$ cat src/rtl/key_msg_gen.sv
// Turns single-cycle key presses into short ASCII messages of the form
// "K<idx> <HH>\r\n", one byte at a time over a valid/ready handshake.
// HH is the running message count in upper-case hex.
// Presses that arrive while a message is being sent are queued in a
// pending mask and served lowest index first.
module key_msg_gen #(
  parameter int KEY_W = 4
) (
  input  logic             clk,
  input  logic             rst,
  input  logic [KEY_W-1:0] key_down,
  input  logic             tx_rdy,
  output logic             tx_vld,
  output logic [7:0]       tx_data,
  output logic             busy,
  output logic             evt_lost,
  output logic [7:0]       press_cnt
);

  typedef enum logic {
    IDLE = 1'b0,
    SEND = 1'b1
  } state_e;

  state_e           state_q, state_d;
  logic [KEY_W-1:0] pending_q, pending_d;
  logic [KEY_W-1:0] clr_mask;
  logic [2:0]       byte_idx_q, byte_idx_d;
  logic [3:0]       key_idx_q, key_idx_d;
  logic [3:0]       sel_idx;
  logic [7:0]       press_cnt_q, press_cnt_d;
  logic [7:0]       cnt_snap_q, cnt_snap_d;
  logic             tx_vld_q;
  logic [7:0]       tx_data_q, tx_data_d;
  logic             evt_lost_q, evt_lost_d;
  logic             take;

  // Upper-case ASCII hex digit for a nibble.
  function automatic logic [7:0] hexChar(input logic [3:0] n);
    return (n < 4'd10) ? (8'h30 + {4'h0, n}) : (8'h37 + {4'h0, n});
  endfunction

  // Byte at a given position of the message "K<key> <snap>\r\n".
  function automatic logic [7:0] msgByte(input logic [2:0] idx,
                                         input logic [3:0] key,
                                         input logic [7:0] snap);
    logic [7:0] b;
    case (idx)
      3'd0:    b = 8'h4B;
      3'd1:    b = 8'h30 + {4'h0, key};
      3'd2:    b = 8'h20;
      3'd3:    b = hexChar(snap[7:4]);
      3'd4:    b = hexChar(snap[3:0]);
      3'd5:    b = 8'h0D;
      3'd6:    b = 8'h0A;
      default: b = 8'h00;
    endcase
    return b;
  endfunction

  // Next-state logic: pick the lowest pending key, step through the bytes
  // on each accepted transfer, and merge new presses into the pending mask
  // (a new press beats a same-cycle clear; a press on an already-waiting
  // key is dropped and reported).
  always_comb begin
    sel_idx = 4'd0;
    for (int i = KEY_W - 1; i >= 0; i--) begin
      if (pending_q[i]) sel_idx = 4'(i);
    end

    take = (state_q == IDLE) && (|pending_q);

    clr_mask = '0;
    for (int i = 0; i < KEY_W; i++) begin
      clr_mask[i] = take && (sel_idx == 4'(i));
    end

    state_d     = state_q;
    byte_idx_d  = byte_idx_q;
    key_idx_d   = key_idx_q;
    press_cnt_d = press_cnt_q;
    cnt_snap_d  = cnt_snap_q;

    case (state_q)
      IDLE: begin
        if (take) begin
          state_d     = SEND;
          key_idx_d   = sel_idx;
          press_cnt_d = press_cnt_q + 8'd1;
          cnt_snap_d  = press_cnt_q + 8'd1;
          byte_idx_d  = 3'd0;
        end
      end
      SEND: begin
        if (tx_rdy) begin
          if (byte_idx_q == 3'd6) begin
            state_d    = IDLE;
            byte_idx_d = 3'd0;
          end else begin
            byte_idx_d = byte_idx_q + 3'd1;
          end
        end
      end
      default: state_d = IDLE;
    endcase

    pending_d  = (pending_q & ~clr_mask) | key_down;
    evt_lost_d = |(key_down & pending_q & ~clr_mask);
    tx_data_d  = (state_d == SEND) ? msgByte(byte_idx_d, key_idx_d, cnt_snap_d) : 8'h00;
  end

  // All state and registered outputs; reset abandons any message in flight
  // and ignores presses arriving in the same cycle.
  always_ff @(posedge clk) begin
    if (rst) begin
      state_q     <= IDLE;
      pending_q   <= '0;
      byte_idx_q  <= 3'd0;
      key_idx_q   <= 4'd0;
      press_cnt_q <= 8'h00;
      cnt_snap_q  <= 8'h00;
      tx_vld_q    <= 1'b0;
      tx_data_q   <= 8'h00;
      evt_lost_q  <= 1'b0;
    end else begin
      state_q     <= state_d;
      pending_q   <= pending_d;
      byte_idx_q  <= byte_idx_d;
      key_idx_q   <= key_idx_d;
      press_cnt_q <= press_cnt_d;
      cnt_snap_q  <= cnt_snap_d;
      tx_vld_q    <= (state_d == SEND);
      tx_data_q   <= tx_data_d;
      evt_lost_q  <= evt_lost_d;
    end
  end

  assign tx_vld    = tx_vld_q;
  assign tx_data   = tx_data_q;
  assign busy      = (state_q == SEND);
  assign evt_lost  = evt_lost_q;
  assign press_cnt = press_cnt_q;

endmodule

$ cat config.mk
export PLATFORM = sky130hd
export DESIGN_NAME = key_msg_gen
export DESIGN_NICKNAME = d
export VERILOG_FILES = /design/src/rtl/key_msg_gen.sv
export SDC_FILE = /design/constraint.sdc
export NUM_CORES = 1
export LEC_CHECK = 0
export CORE_ASPECT_RATIO = 1.4
export CORE_MARGIN = 5
export CORE_UTILIZATION = 33
export CTS_CLUSTER_DIAMETER = 100
export CTS_CLUSTER_SIZE = 20
export DETAILED_ROUTE_END_ITERATION = 8
export MAX_ROUTING_LAYER = met4
export RECOVER_POWER = 50
export SKIP_CTS_REPAIR_TIMING = 1
export SYNTH_ARGS = -nofsm -noshare
export SYNTH_HDL_FRONTEND = slang
export SYNTH_SLANG_ARGS = --single-unit
$ cat constraint.sdc
create_clock -name clk -period 6.02 [get_ports clk]
set_input_delay 0.903 -clock clk [delete_from_list [all_inputs] [get_ports clk]]
set_output_delay 0.903 -clock clk [all_outputs]
set_load 0.01 [all_outputs]
==> reports/metrics.yaml, run 1 <==
outcome: "finished, final reports clean"
r2r-end: "tx_data[4]$_SDFF_PP0_"
fp.dieW_um: 77.0
crit_buf_inv: 2
wirelength_um: 5340
areaGrowthSynthToFinish_pct: 17.5
power.internal_w: 0.000426
grt_overflow: 0
cts_buffer_depth: 2
seqPwrFrac: 0.441
numPortBuffers: 24
antenna_found_initial: 0
routed_wire_length_per_instance_um: 14.9
dieArea_mm2: 0.00799
worstPathArrival_ns: 3.25
rrSetupSlack_ns: 3.34
sw_frac_of_total: 0.291
comb_power_share: 0.207
ys_types: 55
r2r_cells: 7
fin_crit_ns: 3.09
cpLargestDelayFamily: "buffers and inverters"
start_util: 0.336
drv_cap: 0
p_per_area_mw_per_mm2: 247
cp_slowest_cell: "clkbuf_1"
total_leakage_power_nw: 0.865
synth_area_mm2: 0.00207
cts_buffers: 5
final.setup.tns_ns: 0
grt_pass1_wl_um: 9240
r2r-start: "pending_q[0]$_SDFF_PP0_"
rows: 34
syn_avg_cell_area_um2: 7.67
cts_root_buf: "clkbuf_8"
synth_commonest_cells: "nor2_1, dfxtp_1, a21oi_1"
cts.htree.levels: 2
nNetsFinal: 295
power.net_switching_w: 0.000175
timing.fmax_mhz: 324
multi_input_area_mm2: 0.00123
finalHoldViolations: 0
whs_endpoint: "key_idx_q[2]$_SDFF_PP0_"
die_y_um: 104
required_ns: 6.18
core_mm2: 0.00617
cp-end-kind: "flop"
ios: 26
drt_pass1_iterations: 4
track_usage: 0.142
yosysTopAreaCellShare: 0.348
grt_pass1_vias: 1947
crit_chain: "dlygate4sd3_1 -> clkbuf_1 -> nor3_1 -> o31a_1 -> nand4_1 -> o31ai_1"
synth_warnings: 0
slew_headroom: 0.0914
max_slew.worst_pin.slew_ns: 1.36
crit_fanout: 29
clock-sinks: 36
synth_edf_count: 0
rsz0062_at_grt: "false"
dp_hpwl_um: 3850
cts_tree: "done"
gp_congestion: 0.839
drive_above_1_share: 0.0524
crit_type: "input pin to flop"
post-route-period-util: 0.513
drv_slew: 0
nFillCells: 628
min-delay-start: "key_idx_q[2]$_SDFF_PP0_"
grt_start_max_net_pins: 30
ys.flop_type: "dfxtp_1"
num_antenna_cells: 0
synth_area_leader_cell: "dfxtp_1"
max_stage_delay_ns: 0.99
synth_fp_nets: 280
clk_latency_ns: 0.29
drcViolationCount: 0
ys_seq_area_frac: 0.348
synth.area.top_cells: "dfxtp_1, nor2_1, a21oi_1"
vias_per_cell: 5.58
final_util: 0.395
setup_violations: 0
drt_iter0_drc: 204
yosysMostFrequentCell: "nor2_1"
ys_ff_latch: 36
ir_drop_uv: 168
syn_inst: 270
hold_path.class: "flop to flop"
fin_skew_ns: 0.00970
whs_path_depth: 1
start_kind: "input pin"
ff_latch_area_um2: 721
async_reset_ff_frac: 0
drtAntennaViolNets: 0
clkTransAtPathRegs_ns: 0.08
dr_total_vias: 1999
p_clk_frac: 0.351
-- registers in the layout, summed over array words and instances (netlist names) --
name        count
tx_data         7
byte_idx_q      3
tx_vld          1
pending_q       4
evt_lost        1
press_cnt       8
key_idx_q       4
cnt_snap_q      8
-- worst max path at each step --
| stage | cells past startpoint | endpoint | from |
|---|---|---|---|
| 4_1_cts | 6 | tx_data[2]$_SDFF_PP0_ | tx_rdy |
| 3_5_place_dp | 6 | tx_data[2]$_SDFF_PP0_ | tx_rdy |
| 6_report | 6 | tx_data[6]$_SDFF_PP0_ | rst |
| 5_1_grt | 6 | tx_data[0]$_SDFF_PP0_ | rst |
| 2_1_floorplan | 10 | tx_data[4]$_SDFF_PP0_ | pending_q[0]$_SDFF_PP0_ |
| 3_3_place_gp | 6 | tx_data[6]$_SDFF_PP0_ | tx_rdy |
-- per-layer routing --
| layer | track usage | vias to the layer above | wire length (um) |
|---|---|---|---|
| met5 | - | - | 0 |
| met4 | 0.0688 | 0 | 144 |
| met3 | 0.0208 | 10 | 170 |
| met2 | 0.238 | 49 | 2680 |
| met1 | 0.163 | 930 | 2350 |
| li1 | - | 1010 | - |
-- cell families after synthesis --
logic type / count (synthesis) / synth area share
compound gates: 86 / 0.269
xor+xnor: 12 / 0.0507
fa+ha+maj: 3 / 0.0181
buf+inv: 28 / 0.0598
flops: 36 / 0.348
mux: 3 / 0.0151
other cells: 1 / 0.00181
simple gates: 101 / 0.238
-- power by group through the flow --
stage	Sequential, W	Combinational [W]	Clock [W]
detailed placement	0.000271	0.000126	0
global placement	0.000271	0.000126	0
floorplan	0.000269	0.0000880	0
finish	0.000265	0.000125	0.000211
CTS	0.000265	0.000127	0.000217
global route	0.000268	0.000140	0.000227
-- metrics by stage --
stage	total power [W]	area (um^2)	worst slack (ns)	std cells	hold slack, ns
finish	0.000601	2430	2.93	358	0.488
global route	0.000635	2430	2.73	358	0.503
CTS	0.000609	2440	3.24	358	0.486
detailed placement	0.000397	2330	2.96	350	0.476
global placement	0.000397	2330	2.94	350	0.472
floorplan	0.000357	2070	3.70	270	0.455
-- placed cells by master (no fill, tap or decap), types with 2 or more instances in the layout --
cell type | Yosys | final
a221oi_1 | 3 | 3
o31a_1 | 4 | 4
dlygate4sd3_1 | 0 | 8
xor2_1 | 7 | 7
o22ai_1 | 4 | 4
a41oi_1 | 2 | 2
dfxtp_1 | 36 | 36
mux2i_1 | 2 | 2
a211oi_1 | 3 | 3
a21oi_1 | 24 | 24
nor4b_1 | 2 | 2
and4b_1 | 2 | 2
xnor2_1 | 5 | 5
a21boi_0 | 3 | 3
clkdlybuf4s50_1 | 0 | 16
a31oi_1 | 5 | 5
ha_1 | 3 | 3
nor4_1 | 2 | 2
clkbuf_8 | 0 | 5
o31ai_1 | 3 | 3
nor3_1 | 5 | 5
o211ai_1 | 3 | 3
nand3_1 | 11 | 11
clkbuf_1 | 11 | 2
or3_1 | 2 | 2
nor3b_1 | 2 | 2
o311a_1 | 2 | 2
nor2b_1 | 3 | 3
nand4_1 | 3 | 3
o21ai_0 | 18 | 18
nand2_1 | 23 | 23
inv_1 | 10 | 10
nor2_1 | 39 | 39
-- final cells by class --
cell class	instances	area share
inverters	10	0.0154
clock buffers	6	0.0298
repair buffers	26	0.103
clock inverters	2	0.0144
flip-flops and latches	36	0.296
well taps	72	0.0370
multi-input cells	206	0.504
Power figures use the tool's default switching activity.
==> run 2, diff against run 1 <==
==> constraint.sdc (replaced) <==
create_clock -name clk -period 2.51 [get_ports clk]
set_input_delay 0.3765 -clock clk [delete_from_list [all_inputs] [get_ports clk]]
set_output_delay 0.3765 -clock clk [all_outputs]
set_load 0.01 [all_outputs]
==> run 2 against run 1 <==
Net effect: via count increased by 4.3%; largest power group unchanged; worst hold slack got worse by 0.012 ns; total power increased to 2.5 times the previous value.
==> reports/metrics.yaml, run 2 (same netlist as run 1, synthesis figures left out) <==
power.internal_w: 0.00111  # +160%
vias_per_cell: 5.52  # -1.2%
fin_skew_ns: 0.00820  # -0.00151 ns
nNetsFinal: 315  # +6.8%
dp_hpwl_um: 4170  # +8.3%
numPortBuffers: 24  # unchanged
drive_above_1_share: 0.127  # +0.0750
outcome: "finished, final reports clean"
rows: 34  # unchanged
grt_overflow: 0  # unchanged
nFillCells: 625  # -0.48%
start_util: 0.336  # unchanged
grt_pass1_wl_um: 9750  # +5.5%
slew_headroom: 0.161  # +0.0694
die_y_um: 104  # unchanged
cp_slowest_cell: "or4_1"
areaGrowthSynthToFinish_pct: 26.3
gp_congestion: 0.879  # +4.7%
p_clk_frac: 0.365  # +0.014
drt_iter0_drc: 194  # -4.9%
multi_input_area_mm2: 0.00124  # +1.4%
grt_start_max_net_pins: 29  # -3.3%
cts_tree: "done"
dieArea_mm2: 0.00799  # unchanged
cts_buffers: 5  # unchanged
clkTransAtPathRegs_ns: 0.08  # about the same
cts_root_buf: "clkbuf_8"
drt_pass1_iterations: 4  # unchanged
post-route-period-util: 0.926
finalPower_w: 0.00153  # +150%
clock-sinks: 36  # unchanged
worstPathArrival_ns: 2.48  # -0.77 ns
grt_pass1_vias: 2037  # +4.6%
rsz0062_at_grt: "false"
num_antenna_cells: 0  # unchanged
ff_latch_area_um2: 721  # unchanged
max_stage_delay_ns: 0.63  # -0.36 ns
track_usage: 0.148  # +0.00653
ios: 26  # unchanged
drv_cap: 0  # unchanged
finalHoldViolations: 0  # unchanged
drcViolationCount: 0  # unchanged
power.net_switching_w: 0.000425  # +140%
sw_frac_of_total: 0.278  # -0.0133
timing.fmax_mhz: 430
fin_crit_ns: 2.32
total_leakage_power_nw: 0.981  # +13%
drtAntennaViolNets: 0  # unchanged
cts_buffer_depth: 2  # unchanged
antenna_found_initial: 0  # unchanged
final.setup.tns_ns: 0  # unchanged
start_kind: "flop"
routed_wire_length_per_instance_um: 14.7  # -1.6%
crit_type: "flop to flop"
core_mm2: 0.00617  # unchanged
final_util: 0.424  # +0.0296
dr_total_vias: 2085  # +4.3%
seqPwrFrac: 0.414  # -0.027
comb_power_share: 0.222  # +0.015
ir_drop_uv: 298  # +77%
crit_fanout: 8  # -72%
clk_latency_ns: 0.28  # about the same
drv_slew: 0  # unchanged
crit_chain: "or4_1 -> buf_4 -> o211a_2 -> nor3_4 -> o21ai_2 -> a222oi_1 -> nor2_1"
required_ns: 2.67  # -3.51 ns
hold_path.class: "flop to flop"
final_cell_mix: "nor2_1, dfxtp_1, a21oi_1"
max_slew.worst_pin.slew_ns: 1.26  # -0.104 ns
fp.dieW_um: 77.0  # unchanged
p_per_area_mw_per_mm2: 585  # +140%
final_common_cell: "nor2_1"
cts.htree.levels: 2  # unchanged
cp-end-kind: "flop"
setup_violations: 0  # unchanged
wirelength_um: 5550  # +3.9%
run 2: cell types whose count changed in the layout (fill, tap and decap cells not counted), sizes merged:
cell,before,now
clkbuf,7,9
dlygate4sd3,8,11
buf,1,20
clkdlybuf4s50,16,13
clkinv,1,0
run 2: worst max-delay path, delay by kind of cell, from the launching register on:
family                 cells  cell delay [ns]
AND/OR/NAND/NOR            3             1.04
AO/OA/AOI/OAI              3             0.65
flip-flops                 1             0.31
buffers and inverters      1             0.20
run 2: path summary, 6_finish.rpt:
kind,slack (ns),startpoint,cells past startpoint,end
setup / recovery,0.19,pending_q[0]$_SDFF_PP0_,7,tx_data[5]$_SDFF_PP0_
hold / removal,0.48,key_idx_q[2]$_SDFF_PP0_,1,key_idx_q[2]$_SDFF_PP0_
setup reg to reg,0.19,pending_q[0]$_SDFF_PP0_,7,tx_data[5]$_SDFF_PP0_
hold reg to reg,0.48,key_idx_q[2]$_SDFF_PP0_,1,key_idx_q[2]$_SDFF_PP0_
run 2: routing by layer:
metal	global-route usage	share of wire
met4	0.0737	0.035
met2	0.241	0.50
met1	0.179	0.45
met5	-	0
met3	0.0191	0.021
run 2: layout make-up:
cell class | instances | area share
Multi-Input combinational cell | 206 | 0.476
Sequential cell | 36 | 0.275
Timing Repair Buffer | 46 | 0.152
Clock buffer | 7 | 0.0368
Tap cell | 72 | 0.0344
Inverter | 10 | 0.0143
Clock inverter | 1 | 0.0115
run 2: through the flow:
stage               setup slack, ns  area [um^2]  hold slack, ns  instances
floorplan                     0.186         2070           0.455        270
finish                        0.187         2620           0.476        378
detailed placement           0.0392         2480           0.474        370
global placement             0.0425         2480           0.466        370
CTS                           0.141         2610           0.478        378
global route                0.00754         2620           0.500        378
run 2: power groups by stage:
stage	logic, W	clock network [W]	registers, W
after global placement	0.000342	0	0.000647
after CTS	0.000344	0.000575	0.000634
final	0.000339	0.000558	0.000633
after detailed placement	0.000342	0	0.000647
after global routing	0.000379	0.000598	0.000639
after floorplan	0.000211	0	0.000645
==> run 3, diff against run 2 <==
--- a/config.mk
+++ b/config.mk
@@ -7,11 +7,12 @@
 export LEC_CHECK = 0
 export CORE_ASPECT_RATIO = 1.4
 export CORE_MARGIN = 5
-export CORE_UTILIZATION = 33
+export CORE_UTILIZATION = 50
 export CTS_CLUSTER_DIAMETER = 100
 export CTS_CLUSTER_SIZE = 20
 export DETAILED_ROUTE_END_ITERATION = 8
 export MAX_ROUTING_LAYER = met4
+export PLACE_DENSITY = 0.76
 export RECOVER_POWER = 50
 export SKIP_CTS_REPAIR_TIMING = 1
 export SYNTH_ARGS = -nofsm -noshare
==> run 3 against run 2 <==
Net effect: routed wire length shrank 4.9%; sequential share of layout area grew 0.94 points; fmax shrank 0.85%; setup slack lost 0.020 ns; combinational power is essentially flat; worst hold slack gained 0.0071 ns; design area shrank 3.3%; non-clock buffer count is the same; critical endpoint unchanged; final cell count shrank 7.9%.
==> reports/metrics.yaml, run 3 (same netlist as run 1, synthesis figures left out) <==
outcome: "finished, final reports clean"
areaGrowthSynthToFinish_pct: 22.2
start_util: 0.520  # +0.184
ir_drop_uv: 418  # +40%
drive_above_1_share: 0.115  # -0.0127
required_ns: 2.66  # about the same
dr_total_vias: 2071  # -0.67%
clk_latency_ns: 0.28  # about the same
grt_pass1_wl_um: 9160  # -6.0%
gp_congestion: 0.866  # -1.5%
r2r_cells: 7  # unchanged
ff_latch_area_um2: 721  # unchanged
grt_pass1_vias: 1992  # -2.2%
finalHoldViolations: 0  # unchanged
dp_hpwl_um: 3840  # -7.8%
grt_start_max_net_pins: 29  # unchanged
cts_buffers: 5  # unchanged
total_leakage_power_nw: 0.959  # -2.3%
critPathCapture: "tx_data[5]$_SDFF_PP0_"
post-route-period-util: 0.933  # +0.00790
clkTransAtPathRegs_ns: 0.07  # about the same
drv_slew: 0  # unchanged
drcViolationCount: 0  # unchanged
p_per_area_mw_per_mm2: 535  # -8.5%
drt_iter0_drc: 262  # +35%
final.setup.tns_ns: 0  # unchanged
startpoint: "pending_q[0]$_SDFF_PP0_"
r2r-start: "pending_q[0]$_SDFF_PP0_"
final_common_cell: "nor2_1"
final_cell_mix: "nor2_1, dfxtp_1, a21oi_1"
crit_type: "flop to flop"
numPortBuffers: 24  # unchanged
vias_per_cell: 5.95  # +7.9%
clock-sinks: 36  # unchanged
rsz0062_at_grt: "false"
setup_violations: 0  # unchanged
core_mm2: 0.00399  # -35%
dieArea_mm2: 0.00555  # -31%
slew_headroom: 0.575  # +0.415
max_slew.worst_pin.slew_ns: 0.635  # -0.624 ns
place_inst: 341  # -7.8%
grt_overflow: 0  # unchanged
fin_skew_ns: 0.00788  # -0.000318 ns
drv_cap: 0  # unchanged
cts_buffer_depth: 2  # unchanged
die_y_um: 86.2  # -17%
crit_fanout: 8  # unchanged
fp.dieW_um: 64.4  # -16%
drt_pass1_iterations: 4  # unchanged
rows: 27  # -21%
drtAntennaViolNets: 0  # unchanged
track_usage: 0.210  # +0.0616
start_kind: "flop"
cp-end-kind: "flop"
routed_wire_length_per_instance_um: 15.2  # +3.3%
layout.cells.non_filler: 348  # -7.9%
hold_path.class: "flop to flop"
nNetsFinal: 315  # unchanged
cts.htree.levels: 2  # unchanged
multi_input_area_mm2: 0.00124  # -0.40%
worstPathArrival_ns: 2.50  # +0.02 ns
r2r-end: "tx_data[5]$_SDFF_PP0_"
antenna_found_initial: 0  # unchanged
wirelength_um: 5270  # -4.9%
timing.fmax_mhz: 427  # -0.85%
rrSetupSlack_ns: 0.17  # -0.02 ns
cts_root_buf: "clkbuf_8"
ios: 26  # unchanged
cts_tree: "done"
finalPower_w: 0.00136  # -11%
nFillCells: 356  # -43%
fin_crit_ns: 2.34  # +0.0198 ns
num_antenna_cells: 0  # unchanged
whs_path_depth: 1  # unchanged
-- run 3: cell types whose count changed in the layout (fill, tap and decap cells not counted) --
cell             delta
bufinv_16           -1
o31ai_1             +1
nor3_1              +1
dlygate4sd3_1       -1
clkdlybuf4s50_1     +1
clkinv_2            +1
mux2_2              -1
nand2_4             +1
mux2_1              +1
o31ai_2             -1
clkbuf_8            -2
nand2_2             -1
nor3_2              -1
clkbuf_4            +1
-- run 3: worst min-delay path by stage --
stage | from | to
after floorplan | key_idx_q[1]$_SDFF_PP0_ | key_idx_q[1]$_SDFF_PP0_
after CTS | key_idx_q[3]$_SDFF_PP0_ | key_idx_q[3]$_SDFF_PP0_
after detailed placement | key_idx_q[3]$_SDFF_PP0_ | key_idx_q[3]$_SDFF_PP0_
after global placement | key_idx_q[3]$_SDFF_PP0_ | key_idx_q[3]$_SDFF_PP0_
final | key_idx_q[2]$_SDFF_PP0_ | key_idx_q[2]$_SDFF_PP0_
after global routing | key_idx_q[2]$_SDFF_PP0_ | key_idx_q[2]$_SDFF_PP0_
-- run 3: per-stage QoR --
stage               cell area (um^2)  worst slack [ns]  hold WS, ns  utilization
floorplan                       2070             0.186        0.455            -
global placement                2440             0.112        0.473        0.613
detailed placement              2440             0.130        0.475        0.613
CTS                             2520             0.153        0.485        0.633
global route                    2530            0.0520        0.503        0.635
finish                          2530             0.167        0.483        0.635
-- run 3: metal layers --
layer,wire length (um),share of wire,track usage,up-vias
met5,0,0,-,-
met4,93,0.018,0.0673,0
met3,160,0.030,0.0367,12
met2,2660,0.50,0.364,49
met1,2360,0.45,0.244,965
li1,-,-,-,1045
-- run 3: worst max-delay path, cell delays in order (launching register included) --
cell and delay, ns:
dfxtp_1 0.31, or4_1 0.65, buf_4 0.21, o211a_2 0.13, nor3_4 0.32, o21ai_2 0.13, a222oi_1 0.39, nor2_1 0.07
-- run 3: area by class of cell --
type                    count  area share
multi-input cells         206       0.490
clock buffers               6      0.0287
repair buffers             46       0.159
inverters                  10      0.0148
flip-flops and latches     36       0.285
well taps                  43      0.0213
clock inverters             1     0.00198
-- run 3: power breakdown --
part | total [W] | leakage, nW | internal (W) | switching [W]
Clock | 0.000381 | 0.0410 | 0.000189 | 0.000193
Sequential | 0.000633 | 0.295 | 0.000606 | 0.0000261
Combinational | 0.000341 | 0.623 | 0.000152 | 0.000189
Total | 0.00136 | 0.959 | 0.000947 | 0.000408
